## config.mk

```make
export PLATFORM = sky130hd
export DESIGN_NAME = mem_responder_flat
export DESIGN_NICKNAME = d
export VERILOG_FILES = /design/src/rtl/mem_responder_if.sv /design/src/rtl/mem_responder.sv /design/src/flat_wrapper.sv
export SDC_FILE = /design/constraint.sdc
export NUM_CORES = 2
export LEC_CHECK = 0
export ABC_CLOCK_PERIOD_IN_PS = 4100
export CAP_MARGIN = 25
export CORE_ASPECT_RATIO = 0.8
export CORE_MARGIN = 2
export CORE_UTILIZATION = 65
export CTS_BUF_LIST = sky130_fd_sc_hd__clkbuf_8
export CTS_CLUSTER_SIZE = 24
export DETAILED_ROUTE_END_ITERATION = 16
export DONT_BUFFER_PORTS = 1
export PLACE_DENSITY = 0.83
export SETUP_SLACK_MARGIN = 0.3
export SLEW_MARGIN = 20
export SYNTH_ARGS = -nofsm -noshare
export SYNTH_HDL_FRONTEND = slang
export SYNTH_SLANG_ARGS = --single-unit
```

## constraint.sdc

```tcl
create_clock -name clk -period 4.1 [get_ports clk]
set_input_delay 0.82 -clock clk [delete_from_list [all_inputs] [get_ports clk]]
set_output_delay 0.82 -clock clk [all_outputs]
set_load 0.005 [all_outputs]
```

## src/rtl/mem_responder_if.sv

```systemverilog
// mem_responder_if
//   Request/response bus between the CPU side (master) and the wait-stated
//   word RAM (slave).
//   req   : transfer request, held with we/a/wd stable until ready
//   we    : 1 = write, 0 = read
//   a     : byte address
//   wd    : write data
//   rd    : read data, meaningful only while ready=1
//   ready : one-cycle response strobe
//   err   : error flag, meaningful only while ready=1
interface mem_responder_if;
   logic        req;
   logic        we;
   logic [31:0] a;
   logic [31:0] wd;
   logic [31:0] rd;
   logic        ready;
   logic        err;

   modport master (output req, we, a, wd, input rd, ready, err);
   modport slave  (input req, we, a, wd, output rd, ready, err);
endinterface

```

## src/rtl/mem_responder.sv

```systemverilog
// mem_responder
//   Handshaked, wait-stated word RAM answering the multicycle MIPS core's
//   unified instruction/data bus.  A request accepted in IDLE spends
//   WAIT_CYCLES cycles in WAIT and then responds for exactly one cycle in RESP.
//   Ports:
//     clk   : clock, all state changes on the rising edge
//     reset : asynchronous, active-low reset
//     bus   : mem_responder_if slave modport (req/we/a/wd in, rd/ready/err out)
//   Parameters:
//     DEPTH_WORDS : number of 32-bit words
//     WAIT_CYCLES : cycles spent in WAIT before the response (0..15)
//   Optional feature, macro RESP_ERR_EN:
//     defined   - misaligned or out-of-range accesses respond with err=1,
//                 writes are suppressed and rd=0
//     undefined - err is always 0, a[1:0] is ignored, index wraps
module mem_responder #(
   parameter int DEPTH_WORDS = 64,
   parameter int WAIT_CYCLES = 2
) (
   input  logic            clk,
   input  logic            reset,
   mem_responder_if.slave  bus
);

   localparam int IDX_W = (DEPTH_WORDS > 1) ? $clog2(DEPTH_WORDS) : 1;

   typedef enum logic [1:0] {S_IDLE, S_WAIT, S_RESP} state_t;

   state_t             state, state_nxt;
   logic [3:0]         cnt, cnt_nxt;
   logic               resp_nxt;

   // Request attributes captured at acceptance; WAIT and RESP use only these.
   logic [IDX_W-1:0]   lat_idx;
   logic               lat_we;
   logic [31:0]        lat_wd;
   logic               lat_err;

   logic [31:0]        mem [DEPTH_WORDS];

   logic [31:0]        rd_q, rd_nxt;
   logic               ready_q, err_q;

   logic               in_err;
   logic [IDX_W-1:0]   cur_idx;
   logic               cur_we;
   logic               cur_err;
   logic               unused_bits;

`ifdef RESP_ERR_EN
   function automatic logic addr_err(input logic [31:0] addr);
      return (addr[1:0] != 2'b00) || ({2'b00, addr[31:2]} >= 32'(DEPTH_WORDS));
   endfunction

   assign in_err = addr_err(bus.a);
`else
   assign in_err = 1'b0;
`endif

   // Address bits beyond the word index only matter for the error check.
   assign unused_bits = ^bus.a;

   // With WAIT_CYCLES=0 the response is loaded on the accepting edge, so the
   // attributes must come straight from the bus rather than the latches.
   assign cur_idx = (state == S_IDLE) ? bus.a[IDX_W+1:2] : lat_idx;
   assign cur_we  = (state == S_IDLE) ? bus.we : lat_we;
   assign cur_err = (state == S_IDLE) ? in_err : lat_err;

   always_comb begin
      state_nxt = state;
      cnt_nxt   = cnt;
      resp_nxt  = 1'b0;
      case (state)
         S_IDLE: begin
            if (bus.req) begin
               if (WAIT_CYCLES == 0) begin
                  state_nxt = S_RESP;
                  resp_nxt  = 1'b1;
               end else begin
                  state_nxt = S_WAIT;
                  cnt_nxt   = 4'(WAIT_CYCLES - 1);
               end
            end
         end
         S_WAIT: begin
            if (cnt == 4'd0) begin
               state_nxt = S_RESP;
               resp_nxt  = 1'b1;
            end else begin
               cnt_nxt = cnt - 4'd1;
            end
         end
         S_RESP: begin
            state_nxt = S_IDLE;
         end
         default: begin
            state_nxt = S_IDLE;
         end
      endcase
   end

   // Outputs are registered: they are prepared on the edge that enters RESP.
   always_comb begin
      rd_nxt = 32'd0;
      if (resp_nxt && !cur_we && !cur_err) begin
         rd_nxt = mem[cur_idx];
      end
   end

   always_ff @(posedge clk or negedge reset) begin
      if (!reset) begin
         state   <= S_IDLE;
         cnt     <= 4'd0;
         ready_q <= 1'b0;
         err_q   <= 1'b0;
         rd_q    <= 32'd0;
      end else begin
         state   <= state_nxt;
         cnt     <= cnt_nxt;
         ready_q <= resp_nxt;
         err_q   <= resp_nxt & cur_err;
         rd_q    <= rd_nxt;
      end
   end

   always_ff @(posedge clk) begin
      if (state == S_IDLE && bus.req) begin
         lat_idx <= bus.a[IDX_W+1:2];
         lat_we  <= bus.we;
         lat_wd  <= bus.wd;
         lat_err <= in_err;
      end
   end

   // The write lands at the end of RESP.  An asynchronous reset during RESP
   // forces state to IDLE before the edge, so a pending write is dropped.
   always_ff @(posedge clk) begin
      if (state == S_RESP && lat_we && !lat_err) begin
         mem[lat_idx] <= lat_wd;
      end
   end

   assign bus.rd    = rd_q;
   assign bus.ready = ready_q;
   assign bus.err   = err_q;

endmodule

```

## src/flat_wrapper.sv

```systemverilog
// flat-port wrapper written by rule: the top's interface ports become plain ports
module mem_responder_flat 
#(
   parameter int DEPTH_WORDS = 64,
   parameter int WAIT_CYCLES = 2
)
  (clk, reset, bus_req, bus_we, bus_a, bus_wd, bus_rd, bus_ready, bus_err);
  mem_responder_if bus_i ();
  input  logic clk;
  input  logic reset;
  input wire logic [$bits(bus_i.req)-1:0] bus_req;
  input wire logic [$bits(bus_i.we)-1:0] bus_we;
  input wire logic [$bits(bus_i.a)-1:0] bus_a;
  input wire logic [$bits(bus_i.wd)-1:0] bus_wd;
  output wire logic [$bits(bus_i.rd)-1:0] bus_rd;
  output wire logic [$bits(bus_i.ready)-1:0] bus_ready;
  output wire logic [$bits(bus_i.err)-1:0] bus_err;
  assign bus_i.req = bus_req;
  assign bus_i.we = bus_we;
  assign bus_i.a = bus_a;
  assign bus_i.wd = bus_wd;
  assign bus_rd = bus_i.rd;
  assign bus_ready = bus_i.ready;
  assign bus_err = bus_i.err;
  mem_responder #(.DEPTH_WORDS(DEPTH_WORDS), .WAIT_CYCLES(WAIT_CYCLES)) u_core (.clk(clk), .reset(reset), .bus(bus_i));
endmodule
```

Word level (Yosys, flattened, before mapping)
Memory sizes are Yosys's and may differ from the RTL's.
Index checks and enable logic that the tools add are counted.

cells by class
  $add $sub $neg = 1
  eq/ne operators = 5
  multiplexer cells = 13
  reductions and logical operators = 9

operator list
  operator                                          count
  two-way mux 32 bit                                1
  two-way mux 4 bit                                 2
  case mux 4 bit (2 select lines)                   1
  two-way mux 6 bit                                 1
  two-way mux 1 bit                                 5
  zero test 4 bit                                   1
  two-way mux 2 bit                                 2
  != test 2 bit, second input constant              2
  case mux 2 bit (2 select lines)                   1
  subtractor 4 x 1 -> 4 bit, second input constant  1
  logical AND 1 bit                                 3
  AND reduction 3 bit                               1
  == test 2 x 1 -> 1 bit, second input constant     1
  == test 2 bit, second input constant              1
  zero test 2 bit                                   1
  != test 2 x 1 -> 1 bit, second input constant     1
  AND reduction 2 bit                               1
  nonzero test 2 bit                                1
  zero test 1 bit                                   1

storage, ports and cells
  bits in registers = 78
  memory bits (writable) = 2048
  input port bits = 68
  output and inout bits = 34
  word-level logic and storage cells = 36
  memories = 1

memories
  name        words  width  rd ports  clocked after Yosys merged registers in  write ports  line                 text
  u_core.mem  64     32     1         0                                        1            mem_responder.sv:39  logic [31:0] mem [DEPTH_WORDS];

Logic depth before layout (Yosys ltp)
  depth in word-level cells = 5
  depth in mapped cells = 12
  depth with buffers taken out = 9

Least setup slack after synthesis
No wires, ideal clock.

  path kind = reg2reg
  start point = reg u_core.lat_idx[4]
  end point = mem u_core.mem[16][0], enable pin
  library setup time = 0.421 ns
  arrival = 2.626 ns
  required time = 3.679 ns
  slack = 1.053 ns
  cell stages (with the launch flop) = 5
  buffers on the path = 2
  clock period less this slack = 3.047 ns
  cell sequence = edfxtp_1 clkbuf_1 or3b_2 clkbuf_1 nor2_1

RTL lines
  what                      line                  text
  start: declaration        mem_responder.sv:34   logic [IDX_W-1:0] lat_idx;
  start signal: assignment  mem_responder.sv:128  lat_idx <= bus.a[IDX_W+1:2];
  end: declaration          mem_responder.sv:39

Straight into the memory's write port.

Final worst setup path
  start point = reg u_core.state[1]
  end point = reg u_core.rd_q[28], in the netlist u_core.bus.rd[28]

on the way
  word-level cells in the longest chain between the ends = 5
  elaborated cells between the ends (all ways) = 9
  those cells by class = eq/ne: 1; mux: 4; reduce/logical: 3; memory: 1

ends and longest elaborated chain
  what                                                               line                  text
  start: declaration                                                 mem_responder.sv:29   state_t state, state_nxt;
  start signal: assignment                                           mem_responder.sv:118  state <= state_nxt;
  branches (longest 4 deep; another with memory read (64 x 32 bit))  -
  two-way mux 32 bit (*)                                             mem_responder.sv:105  if (resp_nxt && !cur_we && !cur_err) begin
  net u_core.rd_nxt[28]                                              mem_responder.sv:41   logic [31:0] rd_q, rd_nxt;
  end signal: assignment                                             mem_responder.sv:122  rd_q <= rd_nxt;
  end: declaration                                                   mem_responder.sv:41

Mark *: on every way through the listed nets, which the timed path passes.
A chain may end at the register's enable or synchronous reset.

==> impl_metrics.env <==
export IMPL_outcome="complete, no violations"
export IMPL_post_place_cells=6357
export IMPL_finalCritPeriodShare_pct=89.6
export IMPL_postCtsHoldBufs=41
export IMPL_port_buffers=0
export IMPL_fin_crit_ps=3670
export IMPL_grt_pass1_wl_um=313000
export IMPL_p_int_uw=38100
export IMPL_pin_count=102
export IMPL_dpl_hpwl_um=119000
export IMPL_dr_pass1_iters=7
export IMPL_rr_startpoint="u_core.state[1]"
export IMPL_critPathCaptureType="flip-flop"
export IMPL_core_um2=125000
export IMPL_drc=0
export IMPL_die_w_um=400
export IMPL_postCtsSetupRepairBufs=0
export IMPL_syn_cell_area_um2=81400
export IMPL_synth_top_cell_by_area="edfxtp_1"
export IMPL_power_switching_uw=18700
export IMPL_synthCells=4741
export IMPL_grt_pass1_vias=47821
export IMPL_endpoint="u_core.bus.rd[28]"
export IMPL_fin_tns_setup_ps=0
export IMPL_fmaxAchievable_mhz=272
export IMPL_num_rows=116
export IMPL_ys_ff_latch=2126
export IMPL_r2r_end="u_core.bus.rd[28]"
export IMPL_worst_setup_path_type="flip-flop to flip-flop"
export IMPL_final_cells=6923
export IMPL_seq_power_share_pct=44.5
export IMPL_synthDistinctLibCells=52
export IMPL_syn_nets=4811
export IMPL_r2r_setup_slack_ps=430
export IMPL_p_clk_share_pct=27.0
export IMPL_maxCapViolCount=0
export IMPL_hold_path_class="input port to flip-flop"
export IMPL_setup_viol=0
export IMPL_path_clk_slew_ps=60
export IMPL_cp_required_ps=4940
export IMPL_slew_violations=0
export IMPL_vias_per_cell=6.96
export IMPL_nets=5131
export IMPL_dieArea_um2=128000
export IMPL_ys_seq_area_share_pct=78.2
export IMPL_leakagePower_uw=0.0305
export IMPL_netlist_area_leader_share_pct=77.0
export IMPL_path_max_fanout=28
export IMPL_powerDensity_nw_per_um2=623
export IMPL_rsz0062_at_grt="false"
export IMPL_cts_root_buf="clkbuf_8"
export IMPL_synthTopCellsByCount="edfxtp_1, mux2i_1, nand2_1"
export IMPL_clock_latency_ps=1000
export IMPL_ctsLongestPathBuffers=4
export IMPL_worst_pin_slew_ps=1060
export IMPL_slew_headroom_pct=29.2
export IMPL_wl_per_cell_um=31.7
export IMPL_yosys_most_used_dff="edfxtp_1"
export IMPL_arrival_ps=4510
export IMPL_drive_gt1_share_pct=14.6
export IMPL_final_fill_count=6618
export IMPL_cts_max_level=5
export IMPL_swShare_pct=32.9
export IMPL_clock_sinks=2126
export IMPL_yosysWarnings=0
export IMPL_synthArstFlopShare_pct=1.83
export IMPL_comb_power_share_pct=28.5
export IMPL_ys_top_cells_by_area="edfxtp_1, mux2i_1, nand2_1, mux4_2, nand3_1"
export IMPL_cts_tree="done"
export IMPL_cts_buffers=310
export IMPL_num_vias=48213
export IMPL_drt_iter0_drc=8941
export IMPL_startpoint="u_core.state[1]"
export IMPL_gp_congestion=0.853
export IMPL_cts_resized_gates=0
export IMPL_wl_um=219000
export IMPL_track_usage_pct=34.2
export IMPL_vdd_drop_max_mv=0.706
export IMPL_die_h_um=320
export IMPL_area_growth_synth_to_final_pct=12.1
export IMPL_skew_ps=61.6
export IMPL_r2r_cells=8
export IMPL_cp_start_kind="flip-flop"
export IMPL_grt_max_degree=91
export IMPL_initial_core_util_pct=65.3
export IMPL_synthMostInstantiatedCell="edfxtp_1"
export IMPL_syn_area_per_cell_um2=17.2
export IMPL_ant_nets=0
export IMPL_antenna_found_initial=14
export IMPL_gr_total_overflow=0
export IMPL_synth_edf_count=2087
export IMPL_hold_violations=0
==> how the worst min path moves through the flow <==
stage                        from       endpoint  cells past startpoint
detailed placement  u_core.cnt[0]  u_core.cnt[0]                      1
finish                    bus_req  u_core.cnt[1]                      2
global placement    u_core.cnt[0]  u_core.cnt[0]                      1
floorplan           u_core.cnt[0]  u_core.cnt[0]                      1
global route              bus_req  u_core.cnt[1]                      2
CTS                       bus_req  u_core.cnt[1]                      2
==> routing by layer <==
metal  track usage [%]  wire length [um]
met1              47.2             75100
met2              49.9             97800
met3              11.9             36200
met4              15.4             10200
met5                 0                74
==> worst max-delay path, stage by stage (launching register included) <==
cell and delay, ps:
dfrtp_1 500, nor2_1 500, nor3b_1 160, a31oi_4 470, buf_4 430, o22ai_1 130, o211ai_1 610, and4_1 540
o41ai_1 190
==> kinds of logic after synthesis <==
group | count (synthesis) | share of synthesized area, %
compound gates | 619 | 5.69
xor+xnor | 2 | 0.0215
fa+ha+maj | 2 | 0.0307
buf+inv | 308 | 1.62
flops | 2126 | 78.2
mux | 644 | 8.91
other cells | 1 | 0.00461
simple gates | 1039 | 5.51
==> registers in the layout, indices dropped and copies added, names as in the netlist <==
| register | cells |
|---|---|
| u_core.mem | 2048 |
| u_core.bus.rd | 32 |
| u_core.lat_wd | 32 |
| u_core.lat_idx | 6 |
| u_core.cnt | 4 |
| u_core.state | 2 |
| u_core.bus.ready | 1 |
| u_core.lat_we | 1 |
==> cell usage in the layout (no fill, tap or decap), types with 7 or more instances in the layout <==
cell           synthesis  layout
clkbuf_8               0     327
a21oi_1               33      33
a22oi_1               32      32
nor2_1               202     138
dlygate4sd3_1          0      40
o21ai_1               17      15
nand2_1              543     541
a222oi_1              64      64
o41ai_1               30      30
o22ai_1               64      64
buf_12                 0      45
inv_1                  5     121
buf_4                  3     221
edfxtp_1            2087    2087
dfrtp_1               39      39
nand3_1              198     198
clkinv_1               0      49
mux4_2                64      64
clkinv_2               0      11
o21ai_0               52      52
nor2_4                 0      64
nand4_1               32      32
clkinvlp_4             0       7
nand3b_1               7       7
a32oi_1               64      64
mux2i_1              577     577
a31oi_1               98      96
o221ai_1              66      66
and4_1                30      30
a221o_1               32      32
o211ai_1              62      62
==> area by class of cell <==
type | count | area [um^2] | area share [%]
timing repair buffer | 311 | 3060 | 3.35
antenna | 5 | 12.5 | 0.0137
clock inverter | 190 | 897 | 0.983
clock buffer | 327 | 4500 | 4.93
sequential | 2126 | 63600 | 69.8
multi-input combinational | 2307 | 17000 | 18.7
inverter | 5 | 18.8 | 0.0206
tap | 1652 | 2070 | 2.27
==> power groups by stage <==
stage                     logic [uW]  clock network [uW]  registers [uW]
after floorplan                 9430                   0           26000
after CTS                      15700               15300           25300
after global placement         14800                   0           25800
after global routing           16800               16300           25300
final                          16200               15300           25300
after detailed placement       15400                   0           25700
==> metrics by stage <==
stage	utilization [%]	instance area [um^2]	total power, uW	hold WS, ps	worst slack, ps
floorplan	-	81400	35400	462	1050
global placement	68.4	85300	40600	488	554
detailed placement	68.5	85400	41200	522	479
CTS	73.1	91200	56200	88.7	629
global route	73.2	91200	58400	225	419
finish	73.2	91200	56800	244	425
Power figures use the tool's default switching activity.
